==> src/rtl/uart_tx_scheduler.sv <==
// uart_tx_scheduler
//   Round-robin scheduler sharing one byte-wide UART transmitter between
//   N_REQ producers. Bytes are accepted over per-requester valid/ready
//   handshakes and issued on tx_valid/tx_byte. Issue is paced by the
//   transmitter's active/done status. A packet lock keyed on req_last keeps
//   the bytes of one packet contiguous on the line.
//
// Ports
//   clk, rst      clock, asynchronous active-high reset
//   req_valid     [N_REQ]    requester i has a byte
//   req_data      [8*N_REQ]  byte of requester i at [8i+7:8i]
//   req_last      [N_REQ]    byte closes a packet
//   req_ready     [N_REQ]    one-hot accept, only asserted in IDLE
//   grant         [N_REQ]    one-hot packet-lock owner, 0 when unlocked
//   tx_valid      transmitter dataValid
//   tx_byte       transmitter P_BYTE
//   tx_active     transmitter active
//   tx_done       transmitter done
//   busy          scheduler not in IDLE
//   err_timeout   sticky: a byte was dropped because the transmitter never started
module uart_tx_scheduler #(
    parameter int N_REQ         = 4,
    parameter int GAP_CLKS      = 0,
    parameter int START_TIMEOUT = 8
) (
    input  logic               clk,
    input  logic               rst,
    input  logic [N_REQ-1:0]   req_valid,
    input  logic [8*N_REQ-1:0] req_data,
    input  logic [N_REQ-1:0]   req_last,
    output logic [N_REQ-1:0]   req_ready,
    output logic [N_REQ-1:0]   grant,
    output logic               tx_valid,
    output logic [7:0]         tx_byte,
    input  logic               tx_active,
    input  logic               tx_done,
    output logic               busy,
    output logic               err_timeout
);

    localparam int PW = $clog2(N_REQ);
    localparam int TW = (START_TIMEOUT > 1) ? $clog2(START_TIMEOUT) : 1;
    localparam int GW = (GAP_CLKS > 0) ? $clog2(GAP_CLKS + 1) : 1;
    localparam logic [TW-1:0] TO_LAST  = TW'(START_TIMEOUT - 1);
    localparam logic [GW-1:0] GAP_LAST = GW'(GAP_CLKS);

    typedef enum logic [2:0] {
        S_RESYNC,
        S_IDLE,
        S_ISSUE,
        S_WAIT_DONE,
        S_WAIT_CLEAR
    } state_t;

    state_t           state_q;
    logic             tx_valid_q;
    logic [7:0]       tx_byte_q;
    logic [N_REQ-1:0] grant_q;
    logic             err_q;
    logic [PW-1:0]    ptr_q;
    logic [PW-1:0]    cur_q;     // index of the byte currently in flight
    logic [TW-1:0]    tocnt_q;
    logic [GW-1:0]    gapcnt_q;

    logic [PW-1:0]    owner_idx;
    logic [PW-1:0]    sel_idx;
    logic             sel_ok;
    logic [7:0]       sel_byte;

    function automatic logic [PW-1:0] ptr_after(input logic [PW-1:0] idx);
        if (int'(idx) == N_REQ - 1) begin
            return '0;
        end
        return idx + 1'b1;
    endfunction

    // Selection. A held lock restricts eligibility to the owner; otherwise
    // the scan runs from farthest to nearest offset so the nearest valid
    // requester at or after the pointer is the one left standing.
    always_comb begin
        int unsigned j;
        logic [PW-1:0] jj;
        j         = 0;
        jj        = '0;
        owner_idx = '0;
        for (int unsigned i = 0; i < N_REQ; i++) begin
            if (grant_q[i]) begin
                owner_idx = PW'(i);
            end
        end
        sel_idx = owner_idx;
        sel_ok  = 1'b0;
        if (|grant_q) begin
            sel_ok = req_valid[owner_idx];
        end else begin
            for (int unsigned k = N_REQ; k > 0; k--) begin
                j  = (32'(ptr_q) + k - 1) % N_REQ;
                jj = PW'(j);
                if (req_valid[jj]) begin
                    sel_ok  = 1'b1;
                    sel_idx = jj;
                end
            end
        end
    end

    assign sel_byte = req_data[{sel_idx, 3'b000} +: 8];

    always_comb begin
        req_ready = '0;
        if (state_q == S_IDLE && sel_ok) begin
            req_ready[sel_idx] = 1'b1;
        end
    end

    always_ff @(posedge clk or posedge rst) begin
        if (rst) begin
            state_q    <= S_RESYNC;
            tx_valid_q <= 1'b0;
            tx_byte_q  <= '0;
            grant_q    <= '0;
            err_q      <= 1'b0;
            ptr_q      <= '0;
            cur_q      <= '0;
            tocnt_q    <= '0;
            gapcnt_q   <= '0;
        end else begin
            case (state_q)
                // Transmitter has no reset; wait out any frame it is still sending.
                S_RESYNC: begin
                    if (!tx_active && !tx_done) begin
                        state_q <= S_IDLE;
                    end
                end
                S_IDLE: begin
                    if (sel_ok) begin
                        tx_byte_q  <= sel_byte;
                        tx_valid_q <= 1'b1;
                        cur_q      <= sel_idx;
                        tocnt_q    <= '0;
                        state_q    <= S_ISSUE;
                        if (req_last[sel_idx]) begin
                            grant_q <= '0;
                            ptr_q   <= ptr_after(sel_idx);
                        end else begin
                            grant_q <= {{(N_REQ-1){1'b0}}, 1'b1} << sel_idx;
                        end
                    end
                end
                S_ISSUE: begin
                    if (tx_active) begin
                        tx_valid_q <= 1'b0;
                        state_q    <= S_WAIT_DONE;
                    end else if (tocnt_q == TO_LAST) begin
                        // Transmitter never started: drop the byte and release the lock.
                        tx_valid_q <= 1'b0;
                        err_q      <= 1'b1;
                        grant_q    <= '0;
                        ptr_q      <= ptr_after(cur_q);
                        state_q    <= S_IDLE;
                    end else begin
                        tocnt_q <= tocnt_q + 1'b1;
                    end
                end
                S_WAIT_DONE: begin
                    gapcnt_q <= '0;
                    if (tx_done) begin
                        state_q <= S_WAIT_CLEAR;
                    end
                end
                // Gap counting starts only once done has dropped.
                S_WAIT_CLEAR: begin
                    if (tx_done) begin
                        gapcnt_q <= '0;
                    end else if (gapcnt_q == GAP_LAST) begin
                        state_q <= S_IDLE;
                    end else begin
                        gapcnt_q <= gapcnt_q + 1'b1;
                    end
                end
                default: state_q <= S_RESYNC;
            endcase
        end
    end

    assign tx_valid    = tx_valid_q;
    assign tx_byte     = tx_byte_q;
    assign grant       = grant_q;
    assign err_timeout = err_q;
    assign busy        = (state_q != S_IDLE);

endmodule

==> config.mk <==
export PLATFORM = sky130hd
export DESIGN_NAME = uart_tx_scheduler
export DESIGN_NICKNAME = d
export VERILOG_FILES = /design/src/rtl/uart_tx_scheduler.sv
export SDC_FILE = /design/constraint.sdc
export NUM_CORES = 1
export LEC_CHECK = 0
export ABC_AREA = 1
export BUFFER_PORTS_ARGS = -buffer_cell sky130_fd_sc_hd__buf_4
export CORE_ASPECT_RATIO = 1.2
export CORE_UTILIZATION = 34
export DETAILED_ROUTE_END_ITERATION = 12
export PLACE_DENSITY = 0.66
export SLEW_MARGIN = 0
export SYNTH_ARGS = -nofsm -noshare
export SYNTH_HDL_FRONTEND = slang
export SYNTH_SLANG_ARGS = --single-unit
==> constraint.sdc <==
create_clock -name clk -period 2.4 [get_ports clk]
set_input_delay 0.12 -clock clk [delete_from_list [all_inputs] [get_ports clk]]
set_output_delay 0.12 -clock clk [all_outputs]
set_load 0.02 [all_outputs]
==> metrics.csv, run 1 <==
metric;value;unit
drv_slew;0;
syn-cell-area;0.00183;mm^2
grt_antenna_before_repair;0;
cts_tree;built;
synth_area_leaders;dfrtp_1 (33%), nand2_1 (20%), inv_1 (7.0%), ha_1 (4.8%), nand3_1 (4.1%);
avgSynthCellArea;6.92;um^2
drt.antenna.violating_nets;0;
rrSetupSlack;160;ps
die-area;0.00567;mm^2
diodes;0;
power_frac_comb;0.762;
drc;0;
yosysTopAreaCellShare;0.329;
relSlewSlack;0.370;
hold_buffers;0;
htreeDepth;1;
clockBufferDepth;2;
p_clk_frac;0.078;
arrival;2220;ps
grt-ovfl-total;0;
setup_viol;0;
final_common_cell;nand2_1;
routedWlPerCell;12.2;um
grt_max_degree;25;
status;complete, no violations;
seq_area_frac_synth;0.329;
vias;1935;
crit_path_start_kind;flip-flop;
hp-class;in2async;
first_pass_iters;4;
ys.warnings.count;0;
cp_max_fo;8;
powerDensity;1790;mW/mm^2
vias_per_cell;4.83;
syn_to_final_growth;43.1;%
power;4.68;mW
internal-power;2.30;mW
crit_type;reg2out;
grt.total_usage;0.185;
mostFrequentLayoutCells;nand2_1 (81), buf_4 (76), inv_1 (32);
hpwl;3.70;mm
cts.sinks;24;
p_leak;1.46;nW
fmax;0.428;GHz
grt_pass1_wl;7.87;mm
worst_pin_slew;944;ps
timing.final.hold_violations;0;
end_kind;primary output;
clk_latency;280;ps
rsz0062_at_grt;true;
ir_drop;704;uV
die_w;68.9;um
drt_iter0_drc;75;
grt_pass1_vias;1820;
period_minus_slack;2340;ps
drive_above_1_share;0.381;
drv_cap;0;
ys_ff_latch;24;
routabilityCongestion;0.871;
syn-num-nets;315;
netSwitchingFraction;0.508;
switching_power;2.38;mW
whs;48.0;ps
cts_made_buffers;3;
cts.root.buffer_cell;clkbuf_8;
fin_util;0.519;
syn-instance-count;264;
portBuffers;62;
skew;6.95;ps
clk_pin_slew;90;ps
final_net_count;393;
initial_utilization;0.362;
seq_power_share;0.161;
required;2280;ps
yosysTopAreaCell;dfrtp_1;
core_area;0.00504;mm^2
period_share;0.973;
synthDistinctLibCells;31;
io-pin-count;63;
drt_wl_total;4.88;mm
rows;28;
fp.dieH;82.3;um
power by group through the flow:
stage	combinational [mW]	clock [mW]	sequential, mW
after global routing	3.96	0.388	0.779
after CTS	3.07	0.369	0.750
after global placement	2.95	0	0.754
after detailed placement	2.97	0	0.755
final	3.56	0.363	0.753
after floorplan	2.25	0	0.827
kinds of logic after synthesis:
group / after synthesis / synth area share
AND/OR/NAND/NOR: 138 / 0.331
flip-flops: 24 / 0.329
buffers and inverters: 46 / 0.122
AO/OA/AOI/OAI: 49 / 0.171
adder cells (fa/ha/maj): 7 / 0.0479
flip-flops by register name, indices dropped and copies added, names as in the netlist:
register,flops
tx_byte,8
grant,4
state_q,3
tocnt_q,3
cur_q,2
ptr_q,2
err_timeout,1
tx_valid,1
critical path, cell delays in order (launching register included):
cell and delay [ps]:
dfrtp_2 470, clkinv_4 140, nand2_2 90, nand2_2 70
nand2_2 70, nand2_1 50, nand2_1 50, nand2_1 50
a21o_1 180, a21oi_4 210, inv_2 90, ha_1 200
nand2_2 80, inv_1 40, buf_4 150
final timing paths:
| check | end | cells after the start | start |
|---|---|---|---|
| min in group clk | tx_byte[0] | 3 | req_data[0] |
| worst max register to register | tx_byte[2] | 18 | ptr_q[0] |
| worst max-delay path | req_ready[3] | 14 | ptr_q[0] |
| worst min-delay path | tx_byte[0] | 2 | rst |
| worst min register to register | err_timeout | 2 | err_timeout |
| max in group asynchronous | ptr_q[1] | 2 | rst |
Yosys cell counts, drive strengths merged:
cell type / number
nand2: 102
inv: 39
dfrtp: 24
o21ai: 24
nand3: 17
nor2: 14
a21oi: 11
ha: 7
buf: 6
o21a: 6
o22ai: 4
nor3: 3
a22o: 2
a21o: 1
and3: 1
clkbuf: 1
nand4: 1
o2111ai: 1
final cells by class:
type                            instances  area (um^2)
Inverter                               39          161
Fill cell                             525         2430
Multi-Input combinational cell        194         1090
Tap cell                               60         75.1
Clock inverter                          1         30.0
Sequential cell                        24          603
Clock buffer                            3         41.3
Timing Repair Buffer                   80          616
per-layer routing:
layer	track usage	routed length, um	vias to the layer above
met5	0	0	-
met4	0.0571	80	0
met3	0.0440	347	10
met2	0.319	2380	67
met1	0.221	2070	863
li1	-	-	995
stage by stage:
| stage | instance area (um^2) | worst slack (ps) | setup TNS [ps] | std cells |
|---|---|---|---|---|
| after floorplan | 1830 | 385 | 0 | 264 |
| after global placement | 2340 | 228 | 0 | 385 |
| after detailed placement | 2340 | 210 | 0 | 385 |
| after CTS | 2440 | 14.0 | 0 | 392 |
| after global routing | 2620 | -65.8 | -321 | 401 |
| final | 2620 | 64.9 | 0 | 401 |
what timing repair did:
action                     CTS  global route
gates resized for setup      1            37
buffers inserted             3             9
pin swaps                    1            16
setup endpoints to repair    2             8
Power figures use the tool's default switching activity.
==> run 2, diff against run 1 <==
==> constraint.sdc (replaced) <==
create_clock -name clk -period 2.4 [get_ports clk]
set_input_delay 0.12 -clock clk [delete_from_list [all_inputs] [get_ports clk]]
set_output_delay 0.12 -clock clk [all_outputs]
set_load 0.01 [all_outputs]
==> metrics.csv, run 2 (synthesis gave the netlist of run 1 again) <==
metric;value;unit
setup_viol;0;
mostFrequentLayoutCells;nand2_1 (86), buf_4 (81), inv_1 (33);
period_share;0.947;
arrival;2150;ps
drt_wl_total;4.93;mm
clk_latency;270;ps
cts.root.buffer_cell;clkbuf_8;
grt_antenna_before_repair;0;
regArea;603;um^2
dpl_cell_area;0.00233;mm^2
critPathMaxStageDelay;470;ps
period_minus_slack;2270;ps
clk_pin_slew;90;ps
grt_max_degree;25;
cts_tree;built;
path_cells;clkinv_4 -> nand2_1 -> nand2_2 -> nand2_2 -> nand2_4 -> nor2_2 -> nor2_2 -> nand2_1 -> nand2_2 -> nand3_4 -> nand2_8 -> clkinv_8 -> ha_4 -> nand2_2 -> inv_2 -> buf_6;
crit_path_start_kind;flip-flop;
clockBufferDepth;2;
timing.final.hold_violations;0;
n_fill_cell;517;
drv_slew;0;
final_common_cell;nand2_1;
io-pin-count;63;
whs;46.1;ps
hpwl;3.61;mm
fmax;0.440;GHz
portBuffers;62;
skew;2.45;ps
p_leak;1.49;nW
grt_pass1_wl;7.51;mm
critPathSlowestCell;dfrtp_2;
rows;28;
vias_per_cell;4.88;
drc;0;
die-area;0.00567;mm^2
status;complete, no violations;
r2r_cells;17;
fin_area;0.00268;mm^2
routedWlPerCell;12.1;um
powerDensity;1780;mW/mm^2
grt-ovfl-total;0;
relSlewSlack;0.391;
largest_reg_flops;8;
die_w;68.9;um
drv_cap;0;
first_pass_iters;4;
crit_top_cell;nand2_2;
worst_pin_slew;913;ps
vias;1987;
drive_above_1_share;0.375;
ir_drop;1140;uV
cts_made_buffers;3;
htreeDepth;1;
crit_type;reg2out;
routabilityCongestion;0.916;
core_area;0.00504;mm^2
diodes;0;
grt_pass1_vias;1776;
syn_to_final_growth;46.3;%
initial_utilization;0.362;
grt.total_usage;0.174;
multiInputGateArea;0.00110;mm^2
fp.dieH;82.3;um
cts.sinks;24;
end_kind;primary output;
final_net_count;399;
drt_iter0_drc;78;
required;2280;ps
drt.antenna.violating_nets;0;
cp_max_fo;7;
hp-class;in2async;
[run 2: cell types whose count changed in the layout (fill, tap and decap cells not counted), moves of 2 or more]
cell / previous run / this run
nand2_1: 81 / 86
ha_4: 0 / 2
ha_2: 3 / 0
buf_4: 76 / 81
nand2_4: 8 / 3
[run 2: final cells by class]
cell class | count | area share
flip-flops and latches | 24 | 0.225
clock inverters | 1 | 0.0112
multi-input cells | 195 | 0.412
well taps | 60 | 0.0281
inverters | 39 | 0.0622
repair buffers | 85 | 0.246
clock buffers | 3 | 0.0154
[run 2: path summary, 6_finish.rpt]
kind | startpoint | to | slack (ps)
min in group clk | req_data[3] | tx_byte[3] | 80
min | rst | tx_byte[6] | 50
max reg2reg | ptr_q[0] | tx_byte[3] | 230
min reg2reg | err_timeout | err_timeout | 470
max in group asynchronous | rst | ptr_q[1] | 1730
max | ptr_q[0] | req_ready[0] | 130
[run 2: worst max-delay path: cells and delay by family (launching register included)]
kind          cells  cell delay (ps)
buf+inv           4              310
flops             1              470
fa+ha+maj         1              150
simple gates     11              940
[run 2: power by group]
part | switching (mW) | internal, mW | total, mW
logic | 2.08 | 1.59 | 3.67
registers | 0.154 | 0.589 | 0.743
clock network | 0.134 | 0.223 | 0.357
total | 2.37 | 2.40 | 4.77
[run 2: metal layers]
layer | GRT usage | share of wire | up-vias
li1 | - | - | 1008
met1 | 0.213 | 0.42 | 886
met2 | 0.289 | 0.49 | 80
met3 | 0.0275 | 0.060 | 13
met4 | 0.0898 | 0.029 | 0
met5 | 0 | 0 | -
[run 2: what timing repair did]
item,in CTS,in global routing
setup buffers,3,16
hold buffers,0,0
cloned,1,0
pin swaps,2,12
setup endpoints to repair,2,5
resized for setup,6,28
[run 2: through the flow]
step | power [mW] | worst slack (ps) | std cells | TNS, ps | util
finish | 4.77 | 127 | 407 | 0 | 0.530
global route | 5.22 | -32.9 | 407 | -64.4 | 0.530
CTS | 4.14 | 9.08 | 391 | 0 | 0.487
detailed placement | 3.55 | 175 | 383 | 0 | 0.462
global placement | 3.51 | 230 | 383 | 0 | 0.462
floorplan | 2.98 | 385 | 264 | 0 | -
==> run 3, diff against run 2 <==
--- a/config.mk
+++ b/config.mk
@@ -6,11 +6,12 @@
 export NUM_CORES = 1
 export LEC_CHECK = 0
 export ABC_AREA = 1
-export BUFFER_PORTS_ARGS = -buffer_cell sky130_fd_sc_hd__buf_4
-export CORE_ASPECT_RATIO = 1.2
+export BUFFER_PORTS_ARGS = -buffer_cell sky130_fd_sc_hd__clkbuf_2
+export CORE_ASPECT_RATIO = 1.4
 export CORE_UTILIZATION = 34
 export DETAILED_ROUTE_END_ITERATION = 12
 export PLACE_DENSITY = 0.66
+export SETUP_SLACK_MARGIN = 0.4
 export SLEW_MARGIN = 0
 export SYNTH_ARGS = -nofsm -noshare
 export SYNTH_HDL_FRONTEND = slang
==> metrics.csv, run 3 (synthesis gave the netlist of run 1 again) <==
metric;value;unit
fp.dieH;88.8;um
cts_tree;built;
use_met2;0.343;
fin_ws;139;ps
busiest_layer;met2;
seq_power_share;0.164;
grt-ovfl-total;0;
first_pass_iters;4;
fin_util;0.481;
cts_made_buffers;3;
cp_max_fo;6;
crit_path_start_kind;flip-flop;
clk_latency;260;ps
use_met1;0.195;
final_net_count;400;
initial_utilization;0.354;
internal-power;2.19;mW
p_leak;1.43;nW
grt_pass1_wl;7.73;mm
fmax;0.442;GHz
grt_max_degree;25;
cts.sinks;24;
grt_antenna_before_repair;0;
final_common_cell;nand2_1;
required;2280;ps
setup_viol;0;
hp-class;in2async;
fin_area;0.00248;mm^2
rows;31;
clockBufferDepth;2;
ir_drop;839;uV
period_minus_slack;2260;ps
clk_pin_slew;80;ps
power_frac_comb;0.783;
drt_iter0_drc;58;
switching_power;2.30;mW
p_clk_frac;0.053;
status;complete, no violations;
diodes;0;
grtUsageMet3;0.0129;
drc;0;
mostFrequentLayoutCells;nand2_1 (83), clkbuf_2 (59), inv_1 (32);
relSlewSlack;0.381;
grt_pass1_vias;1890;
dp_slack;128;ps
vias;1979;
rsz0062_at_grt;true;
htreeDepth;1;
largest_reg_flops;8;
whs;35.3;ps
timing.final.hold_violations;0;
crit_type;reg2out;
worst_pin_slew;927;ps
die-area;0.00568;mm^2
routabilityCongestion;0.798;
netSwitchingFraction;0.512;
syn_to_final_growth;35.7;%
portBuffers;62;
skew;5.49;ps
end_kind;primary output;
arrival;2140;ps
drv_cap;0;
core_area;0.00516;mm^2
io-pin-count;63;
drive_above_1_share;0.395;
grt.total_usage;0.172;
drt_wl_total;4.82;mm
drt.antenna.violating_nets;0;
routedWlPerCell;11.7;um
hpwl;3.63;mm
cts.root.buffer_cell;clkbuf_8;
vias_per_cell;4.79;
period_share;0.942;
powerDensity;1810;mW/mm^2
power;4.50;mW
drv_slew;0;
die_w;64.0;um
dpl_cell_area;0.00220;mm^2
==> run 3: cell types whose count changed in the layout (fill, tap and decap cells not counted), moves of 3 or more <==
cell      delta
clkbuf_2    +59
nand2_1      -3
nand2_2      +5
buf_4       -60
==> run 3: stage by stage <==
stage	setup TNS [ps]	std cells
2_1_floorplan	0	264
3_5_place_dp	0	389
3_3_place_gp	0	389
6_report	0	413
4_1_cts	0	408
5_1_grt	-1.35	413
==> run 3: worst paths after layout <==
kind | from | end | slack, ps | cells after the start
setup / recovery | ptr_q[0] | req_ready[3] | 140 | 16
hold / removal | rst | cur_q[0] | 40 | 2
setup reg to reg | ptr_q[0] | grant[2] | 190 | 18
hold reg to reg | tocnt_q[0] | tocnt_q[0] | 480 | 1
max in group asynchronous | rst | grant[3] | 1740 | 2
min in group clk | req_data[3] | tx_byte[3] | 80 | 3
==> run 3: cell type report <==
type	instances	area [um^2]
inverters	39	159
well taps	66	82.6
flip-flops and latches	24	603
repair buffers	87	519
clock buffers	3	41.3
fillers	555	2680
multi-input cells	194	1080
==> run 3: worst max-delay path, cell delays in order (launching register included) <==
cell     delay (ps)
dfrtp_2         470
buf_6           150
nand2_2          60
nand2_2          50
nand2_2          80
nand2_2          70
nor2_4          120
nand2_1          50
nand2_1          50
nand2_1          60
nand3_2         100
nand2_4         100
buf_6           140
ha_4            150
nand2_2          70
inv_2            40
buf_6           110
==> run 3: power by group through the flow <==
stage,sequential (mW),clock [mW],combinational [mW]
global route,0.765,0.253,3.94
floorplan,0.752,0,2.33
CTS,0.738,0.240,3.30
global placement,0.747,0,2.75
detailed placement,0.745,0,2.81
finish,0.739,0.237,3.52
==> run 3: repair_timing <==
item                                    CTS  global route
gates resized for setup                  17            18
endpoints found under the setup margin   21            24
pin swaps                                11            10
hold buffers                              0             0
buffers inserted                         16             5
==> run 3: per-layer routing <==
metal	share of wire	routed length [um]
met2	0.54	2620
met4	0.011	51
met5	0	0
met3	0.041	198
met1	0.40	1950
